[src/rtl/seq_multiplier.sv]
// Shift-and-add multiplier: n iterations per product, start/busy/done handshake, 2n-bit result on hi/lo.
// Optional signed support is compiled in with `define MULT_SIGNED_EN.
module seq_multiplier #(
    parameter int n = 32
) (
    input  logic         clk,
    input  logic         rst_n,
    input  logic         start,
    input  logic         is_signed,
    input  logic [n-1:0] a,
    input  logic [n-1:0] b,
    output logic         busy,
    output logic         done,
    output logic [n-1:0] hi,
    output logic [n-1:0] lo
);
    localparam int CW = $clog2(n);

    typedef enum logic [1:0] {
        S_IDLE,
        S_RUN,
        S_DONE
    } state_t;

    state_t           state_q, state_d;
    logic [CW-1:0]    cnt_q, cnt_d;
    logic [n-1:0]     m_q, m_d;
    logic [n-1:0]     q_q, q_d;
    logic [n-1:0]     acc_q, acc_d;
    logic             busy_q, busy_d;
    logic             done_q, done_d;
    logic [n-1:0]     hi_q, hi_d;
    logic [n-1:0]     lo_q, lo_d;

    logic             accept;
    logic [n-1:0]     load_m;
    logic [n-1:0]     load_q;
    logic [2*n-1:0]   product;
    logic [n-1:0]     addend;
    logic [n:0]       sum;

`ifdef MULT_SIGNED_EN
    logic sign_q;
    logic neg_a;
    logic neg_b;

    assign neg_a   = is_signed & a[n-1];
    assign neg_b   = is_signed & b[n-1];
    // Magnitude of -2^(n-1) wraps to 2^(n-1), which is still correct as an unsigned value.
    assign load_m  = neg_a ? -a : a;
    assign load_q  = neg_b ? -b : b;
    assign product = sign_q ? -{acc_q, q_q} : {acc_q, q_q};

    always_ff @(posedge clk or negedge rst_n) begin
        if (!rst_n) begin
            sign_q <= 1'b0;
        end else if (accept) begin
            sign_q <= neg_a ^ neg_b;
        end
    end
`else
    logic unused_is_signed;

    assign unused_is_signed = is_signed;
    assign load_m  = a;
    assign load_q  = b;
    assign product = {acc_q, q_q};
`endif

    assign accept = start && ((state_q == S_IDLE) || (state_q == S_DONE));
    assign addend = q_q[0] ? m_q : '0;
    assign sum    = {1'b0, acc_q} + {1'b0, addend};

    always_comb begin
        state_d = state_q;
        cnt_d   = cnt_q;
        m_d     = m_q;
        q_d     = q_q;
        acc_d   = acc_q;
        done_d  = 1'b0;
        hi_d    = hi_q;
        lo_d    = lo_q;

        case (state_q)
            S_IDLE: begin
                if (start) begin
                    state_d = S_RUN;
                end
            end
            S_RUN: begin
                // Carry-out becomes the new MSB of A as {C, A, Q} shifts right.
                acc_d = sum[n:1];
                q_d   = {sum[0], q_q[n-1:1]};
                cnt_d = cnt_q + 1'b1;
                if (cnt_q == CW'(n - 1)) begin
                    state_d = S_DONE;
                end
            end
            S_DONE: begin
                done_d         = 1'b1;
                {hi_d, lo_d}   = product;
                state_d        = start ? S_RUN : S_IDLE;
            end
            default: begin
                state_d = S_IDLE;
            end
        endcase

        if (accept) begin
            m_d   = load_m;
            q_d   = load_q;
            acc_d = '0;
            cnt_d = '0;
        end

        busy_d = (state_d != S_IDLE);
    end

    always_ff @(posedge clk or negedge rst_n) begin
        if (!rst_n) begin
            state_q <= S_IDLE;
            cnt_q   <= '0;
            m_q     <= '0;
            q_q     <= '0;
            acc_q   <= '0;
            busy_q  <= 1'b0;
            done_q  <= 1'b0;
            hi_q    <= '0;
            lo_q    <= '0;
        end else begin
            state_q <= state_d;
            cnt_q   <= cnt_d;
            m_q     <= m_d;
            q_q     <= q_d;
            acc_q   <= acc_d;
            busy_q  <= busy_d;
            done_q  <= done_d;
            hi_q    <= hi_d;
            lo_q    <= lo_d;
        end
    end

    assign busy = busy_q;
    assign done = done_q;
    assign hi   = hi_q;
    assign lo   = lo_q;

endmodule

[config.mk]
export PLATFORM = sky130hd
export DESIGN_NAME = seq_multiplier
export DESIGN_NICKNAME = d
export VERILOG_FILES = /design/src/rtl/seq_multiplier.sv
export SDC_FILE = /design/constraint.sdc
export NUM_CORES = 1
export LEC_CHECK = 0
export BUFFER_PORTS_ARGS = -buffer_cell sky130_fd_sc_hd__buf_2
export CORE_UTILIZATION = 50
export DETAILED_ROUTE_END_ITERATION = 10
export HOLD_SLACK_MARGIN = 0.1
export PLACE_DENSITY = 0.83
export RECOVER_POWER = 100
export SLEW_MARGIN = 20
export SYNTH_ARGS = -nofsm -noshare
export SYNTH_HDL_FRONTEND = slang
export SYNTH_SLANG_ARGS = --single-unit
[constraint.sdc]
create_clock -name clk -period 3.1 [get_ports clk]
set_input_delay 0.155 -clock clk [delete_from_list [all_inputs] [get_ports clk]]
set_output_delay 0.155 -clock clk [all_outputs]
set_load 0.05 [all_outputs]
==> results by group, run 1 <==
Run status
  – Run status: complete, but fails checks
  – Failing checks: capacitance limit, slew limit

Hold path
  – Hold crit path type: in -> reg

Setup path
  – Req. time, crit path: 3410 ps
  – Critical-path top delay cell: dfrtp_1
  – Crit path buf inv count: 0
  – CP peak stage delay: 500 ps
  – CP cell instances: and2_0, ha_1, fa_1, a21o_1, a31oi_2, nor3_2, a211o_1, a31oi_1, xor2_1, o21ai_0
  – Crit Path Category: reg -> reg
  – Worst-path maximum fanout: 10
  – CP top delay family: compound AO/OA/AOI/OAI gates
  – Worst endpoint data arrival time: 3180 ps
  – Crit. End Element: flop
  – Worst Setup Start Kind: flop

Route
  – Routed Wire Length: 21,140 µm
  – TritonRoute pass-1 iters: 5
  – Vias/cell: 5.550
  – Routed Antenna Nets: 0
  – DRC: 0
  – Routed vias: 6,948
  – DRT iter0 DRCs: 392
  – Routed len/inst: 16.88 µm

Synth
  – Cells after Synth: 832
  – Mapped cell area: 8328 µm²
  – Mean area per synthesized cell: 10.01 µm²
  – Synthesized net count: 935
  – Flops & latches, synth: 169
  – YS warnings: 0
  – Yosys cell types: 54
  – Async S/R FF share, synth: 100.0%
  – Number of synthesized flops with an enable pin: 0
  – Sequential fraction of the synthesis area: 50.78%
  – Dominant synthesized flop cell: dfrtp_1

Global route
  – Initial antenna violation count: 0
  – GRT Overall Usage: 26.63%
  – First-pass GRT wire length: 34,790 µm
  – Largest net degree at the start of global routing: 69
  – Vias in the first global route: 7,113
  – Total global routing overflow: 0

Run
  – Max Cap Viol: 1

Final layout
  – Post-Layout Inst Area: 10,380 µm²
  – Non-Filler Instances: 1,252
  – Area Growth Syn to Fin: 24.62%
  – Ant diodes: 0
  – Core Util, Final: 64.63%
  – Nets@finish: 1,127
  – Layout cells sized above 1: 18.53%

Clock network
  – CTS buffer count: 17
  – Postcts setup bufs: 0
  – Clk pin slew, worst setup/hold paths: 70 ps
  – Htree depth: 4
  – CTS Buffer Depth: 2
  – CTS root buf: clkbuf_16
  – Clock insertion delay at the later pin of the skew report: 450 ps
  – CTS tree: done
  – Clock sinks: 169

Timing
  – Worst slew margin relative to its limit: -15.43%
  – Final Hold Vio Count: 0
  – Fmax: 347.8 MHz
  – Final min period: 2875 ps
  – Unrepaired setup endpoints after global routing: false
  – Worst-Margin Slew: 1731 ps
  – Worst Skew: 13.09 ps
  – Period utilization: 92.75%
  – Final setup fails: 0
  – Slew Limit Fails: 66
  – Setup TNS: 0 ps

Floorplanning
  – Initial Util: 51.86%
  – Core Region: 16,060 µm²
  – Die height: 131.1 µm
  – Die Width: 131.1 µm
  – # rows: 46
  – IO Pins: 134
  – Die ar.: 17,180 µm²

Placement
  – GP Congestion: 0.9158
  – Post-DP HPWL: 13,080 µm
  – Post-Place Cells: 1,156
  – Area after DPL: 9300 µm²
  – I/O Buffers: 132

Power and ir drop
  – Power per cell area: 1143 nW/µm²
  – Leakage: 4.852 nW
  – Overall power: 11.86 mW
  – VDD IR-drop max: 0.7163 mV
==> metrics by stage <==
step,setup slack [ps],hold WS [ps]
finish,224.9,443.6
floorplan,531.7,-140.6
CTS,152.8,257.9
global route,14.46,459.5
global placement,264.0,142.1
detailed placement,233.8,145.1
==> power breakdown <==
group | internal, mW | switching (mW)
Sequential | 3.22 | 0.689
Combinational | 2.04 | 3.84
Clock | 1.12 | 0.957
==> registers in the layout, summed over array words and instances (netlist names) <==
| signal | flops |
|---|---|
| cnt_q | 5 |
| lo | 32 |
| busy | 1 |
| q_q | 32 |
| hi | 32 |
| state_q | 2 |
| m_q | 32 |
| acc_q | 32 |
| done | 1 |
==> per-layer routing <==
layer  track usage (%)  part of all wire (%)  up-vias
li1                  -                     -     3283
met1             32.78                    43     3377
met2             44.10                    49      243
met3             6.534                   6.1       45
met4             12.71                   2.5        0
met5                 0                     0        -
==> timing repair <==
action | CTS | global route
resized for setup | 0 | 3
endpoints found under the hold margin | 113 | 0
hold buffers | 65 | 0
setup endpoints to repair | 0 | 7
==> cells in the mapped netlist (5+ instances only) <==
cell type	count	area share [%]
and2_1	33	2.5
inv_1	7	0.32
and3_1	5	0.38
nor3_1	6	0.36
a21o_1	6	0.54
mux2_2	64	8.7
clkbuf_1	36	1.6
a31oi_1	9	0.68
o21ai_0	53	3.2
a22oi_1	32	2.9
xor2_1	10	1.1
nand2_1	213	9.6
dfrtp_1	169	51
ha_1	34	5.1
nor2_1	13	0.59
a21oi_1	30	1.8
buf_1	8	0.36
xnor2_1	16	1.7
nand4_1	8	0.60
nand3_1	17	1.0
==> kinds of logic after synthesis <==
kind of cell / synth area share (%)
simple gates: 15.96
compound gates: 13.93
xor+xnor: 2.734
flops: 50.78
mux: 8.774
fa+ha+maj: 5.349
buf+inv: 2.479
==> worst register-to-register path, stage by stage (launching register included) <==
cell     delay, ps
dfrtp_1        500
and2_0         200
ha_1           220
fa_1           410
a21o_1         240
a31oi_2        260
nor3_2         100
a211o_1        320
a31oi_1        240
xor2_1         170
o21ai_0         90
==> cell type report <==
cell class	count	area, µm²
Fill cell	1250	5679
Clock buffer	17	425.4
Sequential cell	169	4229
Clock inverter	14	137.6
Timing Repair Buffer	220	1380
Inverter	7	26.28
Tap cell	216	270.3
Multi-Input combinational cell	609	3910
==> placed cells by master (no fill, tap or decap), drive strengths merged, types with 3 or more instances in the layout <==
| master | n |
|---|---|
| a211o | 3 |
| a31oi | 9 |
| a22o | 4 |
| and3 | 5 |
| or3 | 4 |
| nand4 | 8 |
| dfrtp | 169 |
| clkbuf | 92 |
| o21bai | 3 |
| nand3 | 17 |
| ha | 34 |
| buf | 80 |
| inv | 13 |
| o211ai | 5 |
| a22oi | 32 |
| o21ai | 55 |
| a21o | 8 |
| mux2 | 64 |
| xnor2 | 16 |
| nand2b | 4 |
| xor2 | 10 |
| clkinv | 5 |
| nand2 | 213 |
| nor3 | 6 |
| a211oi | 4 |
| a21oi | 31 |
| o21a | 4 |
| and2 | 33 |
| dlygate4sd3 | 65 |
| nor2 | 13 |
==> worst paths after layout <==
check | end | start | slack, ps | depth (start not counted)
max reg2reg | acc_q[19]$_DFFE_PN0P_ | q_q[0]$_DFFE_PN0P_ | 220 | 10
max in group asynchronous | hi[13]$_DFFE_PN0P_ | rst_n | 800 | 3
max | acc_q[19]$_DFFE_PN0P_ | q_q[0]$_DFFE_PN0P_ | 220 | 10
min reg2reg | m_q[11]$_DFFE_PN0P_ | m_q[11]$_DFFE_PN0P_ | 470 | 2
min in group asynchronous | hi[12]$_DFFE_PN0P_ | rst_n | 570 | 2
min | m_q[26]$_DFFE_PN0P_ | a[26] | 440 | 4
Power figures use the tool's default switching activity.
==> run 2: changes to the inputs <==
- GPL_TIMING_DRIVEN: not set -> 0
==> results by group, run 2 (synthesis gave the netlist of run 1 again) <==
Run status
  – Run status: complete, but fails checks (unchanged)
  – Failing checks: capacitance limit, slew limit (unchanged)

Final layout
  – Most frequent cells in the layout: nand2_1 (213), dfrtp_1 (168), clkbuf_1 (102), buf_2 (70), dlygate4sd3_1 (65) (was nand2_1 (213), dfrtp_1 (169), clkbuf_1 (69), dlygate4sd3_1 (65), buf_2 (65))
  – Layout cells sized above 1: 17.46% (was 18.53%)
  – Final-layout fill cell count: 1,218 (was 1,250)
  – Nets@finish: 1,155 (was 1,127)
  – Non-Filler Instances: 1,282 (was 1,252)
  – Most common cell after layout, fill and taps aside: nand2_1 (unchanged)
  – Area Growth Syn to Fin: 26.11% (was 24.62%)

Hold path
  – Hold Crit Start: start (was a[26])
  – Hold crit path type: in -> reg (unchanged)
  – Worst Hold Endpoint: acc_q[29]$_DFFE_PN0P_ (was m_q[26]$_DFFE_PN0P_)
  – Hold-critical path depth: 5 (was 4)

Floorplanning
  – Die Width: 131.1 µm (unchanged)
  – Die height: 131.1 µm (unchanged)
  – # rows: 46 (unchanged)
  – Initial Util: 51.86% (unchanged)
  – Die ar.: 17,180 µm² (unchanged)
  – Core Region: 16,060 µm² (unchanged)
  – IO Pins: 134 (unchanged)

Route
  – Routed len/inst: 16.60 µm (was 16.88 µm)
  – Routed vias: 7,057 (was 6,948)
  – Routed Antenna Nets: 0 (unchanged)
  – TritonRoute pass-1 iters: 5 (unchanged)
  – DRC: 0 (unchanged)
  – DRT iter0 DRCs: 553 (was 392)
  – Vias/cell: 5.505 (was 5.550)
  – Routed Wire Length: 21,280 µm (was 21,140 µm)

Timing
  – Final min period: 2993 ps (was 2875 ps)
  – Period utilization: 96.56% (was 92.75%)
  – Final setup fails: 0 (unchanged)
  – Setup TNS: 0 ps (unchanged)
  – Worst slew margin relative to its limit: -47.11% (was -15.43%)
  – Worst hold slack: 279.3 ps (was 443.6 ps)
  – Final Hold Vio Count: 0 (unchanged)
  – Unrepaired setup endpoints after global routing: true (was false)
  – Fmax: 334.1 MHz (was 347.8 MHz)
  – Worst Skew: 11.30 ps (was 13.09 ps)
  – Worst-Margin Slew: 2207 ps (was 1731 ps)
  – Slew Limit Fails: 100 (was 66)
  – Slack of the critical path: 106.6 ps (was 224.9 ps)

Clock network
  – Clk pin slew, worst setup/hold paths: 70 ps (about the same)
  – Htree depth: 4 (unchanged)
  – CTS buffer count: 17 (unchanged)
  – Clock insertion delay at the later pin of the skew report: 430 ps (was 450 ps)
  – Clock sinks: 169 (unchanged)
  – CTS root buf: clkbuf_16 (unchanged)
  – CTS tree: done (unchanged)
  – CTS Buffer Depth: 2 (unchanged)

Placement
  – I/O Buffers: 132 (unchanged)
  – Post-Place Cells: 1,182 (was 1,156)
  – Post-DP HPWL: 14,100 µm (was 13,080 µm)
  – Dpl ws: -36.50 ps (was 233.8 ps)
  – GP Congestion: 0.9553 (was 0.9158)

Setup path
  – R2R setup slack: 110 ps (was 220 ps)
  – Reg-to-reg endpoint: acc_q[26]$_DFFE_PN0P_ (was acc_q[19]$_DFFE_PN0P_)
  – Crit Path Category: reg -> reg (unchanged)
  – Worst-path maximum fanout: 10 (unchanged)
  – Crit. End Element: flop (unchanged)
  – R2R depth: 10 (unchanged)
  – Worst endpoint data arrival time: 3340 ps (was 3180 ps)
  – RR Startpoint: q_q[0]$_DFFE_PN0P_ (unchanged)
  – Worst Setup Start Kind: flop (unchanged)
  – Req. time, crit path: 3450 ps (was 3410 ps)

Global route
  – First-pass GRT wire length: 34,230 µm (was 34,790 µm)
  – GRT Overall Usage: 26.04% (was 26.63%)
  – Largest net degree at the start of global routing: 101 (was 69)
  – Initial antenna violation count: 1 (was 0)
  – Total global routing overflow: 0 (unchanged)
  – Vias in the first global route: 6,979 (was 7,113)

Power and ir drop
  – Leakage: 4.876 nW (was 4.852 nW)
  – Overall power: 11.89 mW (was 11.86 mW)
  – VDD IR-drop max: 0.5947 mV (was 0.7163 mV)
  – Power per cell area: 1132 nW/µm² (was 1143 nW/µm²)

Run
  – Max Cap Viol: 1 (unchanged)
## run 2: layout make-up
cell class	count	area, µm²	area share, %
Clock buffer	19	452.9	4.313
Multi-Input combinational cell	609	3923	37.35
Antenna cell	1	2.502	0.02383
Tap cell	216	270.3	2.573
Timing Repair Buffer	201	1281	12.20
Sequential cell	169	4230	40.28
Clock inverter	13	132.6	1.263
Inverter	7	26.28	0.2502
Buffer	47	183.9	1.751
## run 2: report_power, final
group	total (mW)	switching, mW	internal, mW	leakage, nW
Combinational	5.86	3.87	1.99	2.54
Clock	2.11	0.944	1.17	0.287
Sequential	3.91	0.686	3.22	2.05
Total	11.9	5.50	6.38	4.88
## run 2: worst max path at each step
stage | slack, ps | from | to
5_1_grt | -30 | q_q[0]$_DFFE_PN0P_ | acc_q[30]$_DFFE_PN0P_
6_report | 110 | q_q[0]$_DFFE_PN0P_ | acc_q[26]$_DFFE_PN0P_
4_1_cts | 40 | q_q[0]$_DFFE_PN0P_ | acc_q[26]$_DFFE_PN0P_
3_5_place_dp | -40 | q_q[0]$_DFFE_PN0P_ | acc_q[26]$_DFFE_PN0P_
2_1_floorplan | 530 | q_q[0]$_DFFE_PN0P_ | acc_q[28]$_DFFE_PN0P_
3_3_place_gp | -720 | rst_n | lo[9]$_DFFE_PN0P_
## run 2: what timing repair did
item	in CTS	in global routing
pin swaps	0	2
hold buffers	65	0
buffers inserted	0	2
resized for setup	3	9
cloned	0	0
endpoints found under the setup margin	3	12
endpoints found under the hold margin	163	0
## run 2: metrics by stage
stage          instance area [µm²]  util (%)
3_5_place_dp                  9324     58.06
4_1_cts                      10560     65.79
3_3_place_gp                  9259     57.66
2_1_floorplan                 8328         -
5_1_grt                      10500     65.40
6_report                     10500     65.40
## run 2: metal layers
metal | part of all wire, % | wire length, µm | GRT usage [%] | up-vias
met2 | 50 | 10540 | 43.88 | 237
met3 | 5.2 | 1102 | 5.479 | 45
met1 | 43 | 9092 | 32.67 | 3430
li1 | - | - | - | 3345
met4 | 2.6 | 548 | 10.68 | 0
met5 | 0 | 0 | 0 | -
## run 2: worst max-delay path: stages, from the launching register on
cell      delay (ps)
dfrtp_2          490
buf_2            210
and2_1           160
ha_1             320
o21a_1           230
o211a_1          240
a221oi_4         360
a311oi_2         200
a211o_1          380
xnor2_1          150
o21ai_0          170
